[config.mk]
export PLATFORM = sky130hd
export DESIGN_NAME = instr_type_decode_stage
export DESIGN_NICKNAME = d
export VERILOG_FILES = /design/src/rtl/decode_pkg.sv /design/src/rtl/opcode_classify.sv /design/src/rtl/instr_type_decode_stage.sv
export SDC_FILE = /design/constraint.sdc
export NUM_CORES = 1
export LEC_CHECK = 0
export ABC_CLOCK_PERIOD_IN_PS = 4650
export BUFFER_PORTS_ARGS = -buffer_cell sky130_fd_sc_hd__buf_2
export CORE_UTILIZATION = 48
export CTS_CLUSTER_SIZE = 28
export DETAILED_ROUTE_END_ITERATION = 8
export GPL_ROUTABILITY_DRIVEN = 0
export HOLD_SLACK_MARGIN = 0.05
export PLACE_DENSITY = 0.95
export SLEW_MARGIN = 15
export SYNTH_ARGS = -nofsm -noshare
export SYNTH_HDL_FRONTEND = slang
export SYNTH_SLANG_ARGS = --single-unit
[constraint.sdc]
create_clock -name clk -period 4.65 [get_ports clk]
set_input_delay 0.465 -clock clk [delete_from_list [all_inputs] [get_ports clk]]
set_output_delay 0.465 -clock clk [all_outputs]
set_load 0.02 [all_outputs]
[src/rtl/decode_pkg.sv]
// Shared opcode encodings and one-hot type bit positions for the instruction
// type decode stage.
package decode_pkg;

  localparam logic [6:0] OP_R      = 7'b0110011;
  localparam logic [6:0] OP_I      = 7'b0010011;
  localparam logic [6:0] OP_STORE  = 7'b0100011;
  localparam logic [6:0] OP_LOAD   = 7'b0000011;
  localparam logic [6:0] OP_BRANCH = 7'b1100011;
  localparam logic [6:0] OP_JAL    = 7'b1101111;
  localparam logic [6:0] OP_JALR   = 7'b1100111;
  localparam logic [6:0] OP_LUI    = 7'b0110111;
  localparam logic [6:0] OP_AUIPC  = 7'b0010111;
  localparam logic [6:0] OP_SYSTEM = 7'b1110011;

  localparam int unsigned TYPE_W = 10;

  localparam int unsigned T_R      = 0;
  localparam int unsigned T_I      = 1;
  localparam int unsigned T_STORE  = 2;
  localparam int unsigned T_LOAD   = 3;
  localparam int unsigned T_BRANCH = 4;
  localparam int unsigned T_JAL    = 5;
  localparam int unsigned T_JALR   = 6;
  localparam int unsigned T_LUI    = 7;
  localparam int unsigned T_AUIPC  = 8;
  localparam int unsigned T_SYSTEM = 9;

endpackage

[src/rtl/opcode_classify.sv]
// Combinational single-lane opcode classifier: one-hot type plus illegal flag.
// A disabled lane reports neither a type nor an illegal opcode.
module opcode_classify
  import decode_pkg::*;
(
  input  logic [6:0]        opcode_i,
  input  logic              lane_en_i,
  output logic [TYPE_W-1:0] type_o,
  output logic              illegal_o
);

  logic [TYPE_W-1:0] type_raw;

  always_comb begin
    type_raw = '0;
    case (opcode_i)
      OP_R:      type_raw[T_R]      = 1'b1;
      OP_I:      type_raw[T_I]      = 1'b1;
      OP_STORE:  type_raw[T_STORE]  = 1'b1;
      OP_LOAD:   type_raw[T_LOAD]   = 1'b1;
      OP_BRANCH: type_raw[T_BRANCH] = 1'b1;
      OP_JAL:    type_raw[T_JAL]    = 1'b1;
      OP_JALR:   type_raw[T_JALR]   = 1'b1;
      OP_LUI:    type_raw[T_LUI]    = 1'b1;
      OP_AUIPC:  type_raw[T_AUIPC]  = 1'b1;
      OP_SYSTEM: type_raw[T_SYSTEM] = 1'b1;
      default:   type_raw = '0;
    endcase
  end

  assign type_o    = lane_en_i ? type_raw : '0;
  assign illegal_o = lane_en_i && (type_raw == '0);

endmodule

[src/rtl/instr_type_decode_stage.sv]
// Registered multi-lane instruction type decoder with valid/ready handshake and
// first-error capture. Define DECODE_PERF_CNT_EN to build per-type counters.
module instr_type_decode_stage
  import decode_pkg::*;
#(
  parameter int unsigned LANES = 2,
  parameter int unsigned CNT_W = 16
) (
  input  logic                      clk,
  input  logic                      rst,
  input  logic                      in_valid,
  output logic                      in_ready,
  input  logic [LANES*32-1:0]       in_instr,
  input  logic [LANES-1:0]          in_lane_en,
  output logic                      out_valid,
  input  logic                      out_ready,
  output logic [LANES*TYPE_W-1:0]   out_type,
  output logic [LANES-1:0]          out_illegal,
  output logic [LANES-1:0]          out_lane_en,
  output logic                      err_sticky,
  output logic [1:0]                err_lane,
  output logic [31:0]               err_instr,
  input  logic                      err_clr,
  input  logic [3:0]                cnt_sel,
  output logic [CNT_W-1:0]          cnt_val
);

  logic [LANES*TYPE_W-1:0] type_d, type_q;
  logic [LANES-1:0]        ill_d, ill_q;
  logic [LANES-1:0]        lane_en_q;
  logic                    valid_q;
  logic                    sticky_q;
  logic [1:0]              err_lane_q;
  logic [31:0]             err_instr_q;
  logic                    accept;
  logic                    ill_found;
  logic [1:0]              ill_lane;
  logic [31:0]             ill_instr;

  for (genvar k = 0; k < LANES; k++) begin : g_lane
    opcode_classify u_classify (
      .opcode_i  (in_instr[32*k +: 7]),
      .lane_en_i (in_lane_en[k]),
      .type_o    (type_d[TYPE_W*k +: TYPE_W]),
      .illegal_o (ill_d[k])
    );
  end

  assign in_ready = !valid_q || out_ready;
  assign accept   = in_valid && in_ready;

  // Lowest-index illegal lane wins: scan downward so lane 0 is assigned last.
  always_comb begin
    ill_found = 1'b0;
    ill_lane  = '0;
    ill_instr = '0;
    for (int unsigned k = LANES; k > 0; k--) begin
      if (ill_d[k-1]) begin
        ill_found = 1'b1;
        ill_lane  = 2'(k-1);
        ill_instr = in_instr[32*(k-1) +: 32];
      end
    end
  end

  always_ff @(posedge clk or posedge rst) begin
    if (rst) begin
      valid_q   <= 1'b0;
      type_q    <= '0;
      ill_q     <= '0;
      lane_en_q <= '0;
    end else if (accept) begin
      valid_q   <= 1'b1;
      type_q    <= type_d;
      ill_q     <= ill_d;
      lane_en_q <= in_lane_en;
    end else if (out_ready) begin
      valid_q   <= 1'b0;
    end
  end

  // A fresh capture takes priority over a simultaneous clear.
  always_ff @(posedge clk or posedge rst) begin
    if (rst) begin
      sticky_q    <= 1'b0;
      err_lane_q  <= '0;
      err_instr_q <= '0;
    end else if (accept && ill_found && (!sticky_q || err_clr)) begin
      sticky_q    <= 1'b1;
      err_lane_q  <= ill_lane;
      err_instr_q <= ill_instr;
    end else if (err_clr) begin
      sticky_q    <= 1'b0;
    end
  end

  assign out_valid   = valid_q;
  assign out_type    = type_q;
  assign out_illegal = ill_q;
  assign out_lane_en = lane_en_q;
  assign err_sticky  = sticky_q;
  assign err_lane    = err_lane_q;
  assign err_instr   = err_instr_q;

`ifdef DECODE_PERF_CNT_EN
  logic [CNT_W-1:0] cnt_q [TYPE_W];
  logic [CNT_W-1:0] cnt_d [TYPE_W];

  always_comb begin
    for (int unsigned t = 0; t < TYPE_W; t++) begin
      logic [CNT_W+2:0] sum;
      sum = {3'b000, cnt_q[t]};
      if (accept) begin
        for (int unsigned k = 0; k < LANES; k++) begin
          sum = sum + {{(CNT_W+2){1'b0}}, type_d[TYPE_W*k + t]};
        end
      end
      cnt_d[t] = (sum[CNT_W+2:CNT_W] != 3'b000) ? '1 : sum[CNT_W-1:0];
    end
  end

  always_ff @(posedge clk or posedge rst) begin
    if (rst) begin
      for (int unsigned t = 0; t < TYPE_W; t++) cnt_q[t] <= '0;
    end else begin
      for (int unsigned t = 0; t < TYPE_W; t++) cnt_q[t] <= cnt_d[t];
    end
  end

  always_comb begin
    cnt_val = '0;
    for (int unsigned t = 0; t < TYPE_W; t++) begin
      if (cnt_sel == 4'(t)) cnt_val = cnt_q[t];
    end
  end
`else
  logic unused_cnt_sel;
  assign unused_cnt_sel = ^cnt_sel;
  assign cnt_val        = '0;
`endif

endmodule

# After elaboration in Yosys (flattened, before gate mapping)
# Cells that the tools add are included.
dict set report word_totals {
  wordCells 72
  register_bits 60
}
dict set report classes {
  n_mux 32
  reduce_logical 13
  eq_ne 20
}
# cell n
set op_table {}
lappend op_table {{two-way mux 32 bit} 2}
lappend op_table {{== test 7 bit, second input constant} 8}
lappend op_table {{== test 7 x 6 -> 1 bit, second input constant} 6}
lappend op_table {{== test 7 x 5 -> 1 bit, second input constant} 4}
lappend op_table {{two-way mux 1 bit} 27}
lappend op_table {{logical NOT 10 bit} 2}
lappend op_table {{two-way mux 10 bit} 2}
lappend op_table {{== test 7 x 2 -> 1 bit, second input constant} 2}
lappend op_table {{logical AND 1 bit} 5}
lappend op_table {{nonzero test 2 bit} 2}
lappend op_table {{logical NOT 1 bit} 2}
lappend op_table {{logical OR 1 bit} 2}
lappend op_table {{two-way mux 2 bit} 1}

# Logic depth before layout (Yosys ltp)
dict set report logic_depth {
  ltp_word 9
  mapped_depth 7
  mapped_depth_nobuf 5
}

# Hierarchy
# A second synthesis with hierarchy kept.
dict set report hier_totals {
  cells_unflattened 270
  hier_area_um2 3126.7
}
# module n_inst cells_per_inst area_each_um2
set by_module_without_submodules {}
lappend by_module_without_submodules {instr_type_decode_stage 1 222 2771.4}
lappend by_module_without_submodules {opcode_classify 2 24 177.7}

# Worst setup path before layout
# OpenSTA, ideal clock, no wires.
dict set report synth_timing {
  kind {input -> register}
  from {input port out_ready}
  to {register err_instr_q[12], in the netlist err_instr[12]}
  setup_slack_ns 2.459
  cell_stages 7
  required_ns 4.524
  arrival_time_ns 2.065
  cell_sequence {nand2b_1 > nand4_1 > nor3b_1 > nor2_1 > buf_2 > buf_2 > a221o_1}
}
dict set report synth_via {
  elab_chain_cells 4
}
# item line
set synth_lines {}
lappend synth_lines {{from (decl)} instr_type_decode_stage.sv:16} ;# input logic out_ready,
lappend synth_lines {{logical OR 1 bit} instr_type_decode_stage.sv:49} ;# assign in_ready = !valid_q || out_ready;
lappend synth_lines {{logical AND 1 bit} instr_type_decode_stage.sv:50} ;# assign accept = in_valid && in_ready;
lappend synth_lines {{logical AND 1 bit (2 in series)} instr_type_decode_stage.sv:88} ;# end else if (accept && ill_found && (!sticky_q || err_clr)) begin
lappend synth_lines {{to (signal assigned)} instr_type_decode_stage.sv:91} ;# err_instr_q <= ill_instr;
lappend synth_lines {{to (decl)} instr_type_decode_stage.sv:34} ;# logic [31:0] err_instr_q;
# Every way passes these cells.
# A chain may end at the register's enable or synchronous reset.

# Worst setup path in the final report
dict set report layout_timing {
  from {input port in_instr[3]}
  to {register err_instr_q[6], in the netlist err_instr[6]}
}
dict set report layout_via {
  elab_chain_cells 7
  elab_cells_between_ends 26
  classes_between {eq/ne: 10; mux: 12; reduce/logical: 4}
}
# item line
set layout_lines {}
lappend layout_lines {{from (decl)} instr_type_decode_stage.sv:13} ;# input logic [LANES*32-1:0] in_instr,
lappend layout_lines {{== test 7 x 6 -> 1 bit, or another cell as far along} opcode_classify.sv:16} ;# case (opcode_i)
lappend layout_lines {{two-way mux 1 bit} opcode_classify.sv:16}
lappend layout_lines {{logical NOT 10 bit (*)} opcode_classify.sv:32} ;# assign illegal_o = lane_en_i && (type_raw == '0);
lappend layout_lines {{logical AND 1 bit (*)} opcode_classify.sv:32}
lappend layout_lines {{two-way mux 1 bit} instr_type_decode_stage.sv:58} ;# if (ill_d[k-1]) begin
lappend layout_lines {{logical AND 1 bit (2 in series)} instr_type_decode_stage.sv:88}
# Every way passes the cells marked *; elsewhere a longest branch is shown, timed or not.

==> key figures <==
STA
  • Relative slew slack: 48.8%
  • Setup Skew: 5.12 ps
  • Pins over their slew limit: 0
  • Measured slew at the worst slew-check pin: 768 ps
  • Period utilization: 47.4%
  • Fin. Hold Viols: 0
  • F_max: around 450 MHz
  • RSZ-0062 raised after global routing: no
  • Worst setup margin: roughly 2400 ps
  • Final min period: around 2200 ps
  • Setup Viol. Count Final: 0
  • Setup TNS: 0 ps

Clock tree
  • Clock Tree Buf Depth: 2
  • Hold Buf Count CTS: 0
  • # Post-CTS Setup Buffers: 0
  • Clock transition at path regs: 60 ps
  • Skew-Pair Late Insertion Delay: 320 ps
  • CTS tree: built
  • CTS Buf Count: 9
  • Post-cts gate resize count: 0
  • CTS root buf: clkbuf_8
  • H-Tree Level Count: 3
  • Clock sinks: 59

Logic synthesis
  • Sequential area share after synthesis: a little over half
  • Mapped Avg Cell Area: 10.7 um^2
  • Top_reg_cell synth: dfrtp_1
  • Unique masters post-synth: 34
  • Share of the synthesized area in the top cell type: ~54%
  • Post-Synthesis Cells: 256
  • Post-synth EDFFs: 0
  • Mapped cell area: 2750 um^2
  • Ranking of synthesized cells by area: dfrtp_1, a221o_1, and3_1
  • Synth warnings: 0
  • Yosys reg bits: 59
  • Post-synth top area cell: dfrtp_1
  • Ys async rst share: 100%

Setup path
  • Critical path launch point type: input pin
  • Worst-path maximum fanout: 31
  • Crit end category: flip-flop
  • Worst path required time: 4900 ps
  • Critical path type: input pin to flip-flop
  • Worst Path Arrival: ~2500 ps

Final layout
  • Antenna diodes: 0
  • Area growth syn-to-layout: 30.4%
  • Most common cell after layout, fill and taps aside: buf_2
  • Fraction of layout cells with a size suffix above 1: around two fifths
  • Nets: 460
  • Non-Filler Instances: between 400 and 500
  • Final core occ: around 65%
  • Multi-input gate area: 1140 um^2
  • Register area: between 1000 and 1500 um^2
  • Fillers: slightly above 400
  • Commonest non-fill, non-tap cells in the layout: buf_2, dfrtp_1, nand2_1

Pwr
  • P_leak: approximately 2.0 nW
  • IR drop worst, VDD: 0.188 mV
  • Power per cell area: 387 nW/um^2
  • Final Power: 1.39 mW

Routing
  • Met3 wire length: 472 um
  • ANT nets after route: 0
  • Routed metal-1 wirelength: ~2.7 mm
  • Metal2 WL: about 3.6 mm
  • Final WL: about 7.0 mm
  • Via count: roughly 2500
  • Via-to-Cell Ratio: around 5.5
  • Drc violations: 0
  • Wire per inst: between 15 and 20 um
  • Top Metal Used: met4
  • Initial DRT Pass Iterations: 4
  • DR iter-0 viols: approximately 140

Placed design
  • Cell count after placement: 446
  • DPL Wire Length: 4.92 mm
  • I/O Buffers: 130
  • Dpl ws: around 1800 ps

GRT
  • Largest net degree at the start of global routing: 60
  • Vias in the first global route: 2401
  • All-Layer GR Usage: 24.6%
  • Initial antenna violation count: 0
  • First-pass GRT wire length: 11.3 mm
  • Remaining Overflow, GRT: 0

Floorplanning
  • Die width: 77.6 um
  • Core area: ~5500 um^2
  • Die area: ~6000 um^2
  • Initial Utilization: 49.9%
  • Cell Rows: 27
  • Top Ports: 152
  • Die Y-Extent: 77.6 um

Run
  • Max-cap check violation count: 0

Min path
  • Hold Path Class: input pin to asynchronous set/reset pin

Status
  • Outcome: complete, no violations
==> where the power goes <==
group | internal (mW) | total (mW) | leakage (nW) | switching (mW)
Clock | 0.232 | 0.417 | 0.0953 | 0.185
Sequential | 0.583 | 0.623 | 0.762 | 0.0406
Combinational | 0.132 | 0.347 | 1.11 | 0.216
Total | 0.947 | 1.39 | 1.96 | 0.441
==> path summary, 6_finish.rpt <==
kind	from	endpoint	cells past startpoint	slack [ps]
worst max-delay path	in_instr[3]	err_instr[6]$_DFFE_PP0P_	6	2440
worst max register to register	out_valid$_DFFE_PP0P_	err_instr[21]$_DFFE_PP0P_	6	2720
worst min register to register	out_type[0]$_DFFE_PP0P_	out_type[0]$_DFFE_PP0P_	2	480
min in group clk	in_instr[28]	err_instr[28]$_DFFE_PP0P_	2	360
max in group asynchronous	rst	out_type[9]$_DFFE_PP0P_	3	3840
worst min-delay path	rst	err_instr[23]$_DFFE_PP0P_	3	330
==> cells in the mapped netlist (2+ instances only) <==
| master | number |
|---|---|
| inv_1 | 5 |
| o22ai_1 | 2 |
| clkbuf_1 | 13 |
| nand3b_1 | 5 |
| a21o_1 | 4 |
| buf_4 | 17 |
| nand4_1 | 3 |
| mux2_2 | 2 |
| o21ai_0 | 14 |
| buf_2 | 2 |
| and3_1 | 28 |
| nor3_1 | 2 |
| dfrtp_1 | 59 |
| nand3_1 | 3 |
| a221o_1 | 28 |
| nand2_1 | 30 |
| o41ai_1 | 2 |
| nand2b_1 | 7 |
| nor2_1 | 6 |
| o31ai_1 | 7 |
| a22o_1 | 3 |
| or3_1 | 2 |
==> critical path, stage by stage <==
cell      delay [ps]
buf_2            150
nor4bb_1         510
a21o_1           260
a21o_1           640
o21ai_0          220
a22oi_1          200
==> sequential cells by signal (all words and copies together), names as in the netlist <==
name,count
err_sticky,1
out_type,20
err_lane,1
out_illegal,2
out_lane_en,2
out_valid,1
err_instr,32
==> routing by layer <==
metal | up-vias | GRT usage [%]
met5 | - | 0
met4 | 0 | 11.3
met3 | 17 | 5.18
met2 | 141 | 43.4
met1 | 1206 | 28.4
li1 | 1183 | -
==> stage by stage <==
stage | instance area (um^2) | hold slack (ps)
6_report | 3580 | 327
2_1_floorplan | 2810 | 561
5_1_grt | 3580 | 353
4_1_cts | 3580 | 350
3_3_place_gp | 3400 | 455
3_5_place_dp | 3400 | 464
==> area by class of cell <==
class	instances	area share [%]
Tap cell	72	2.51
Clock inverter	2	0.279
Clock buffer	13	4.72
Multi-Input combinational cell	176	31.7
Sequential cell	59	41.2
Inverter	5	0.524
Timing Repair Buffer	134	19.0
==> kinds of logic after synthesis <==
group	count (synthesis)	share of synthesized area [%]
AND/OR/NAND/NOR	90	17.5
AO/OA/AOI/OAI	67	20.3
flip-flops	59	53.8
buffers and inverters	37	7.47
multiplexers	2	0.820
other	1	0.137
Power figures use the tool's default switching activity.
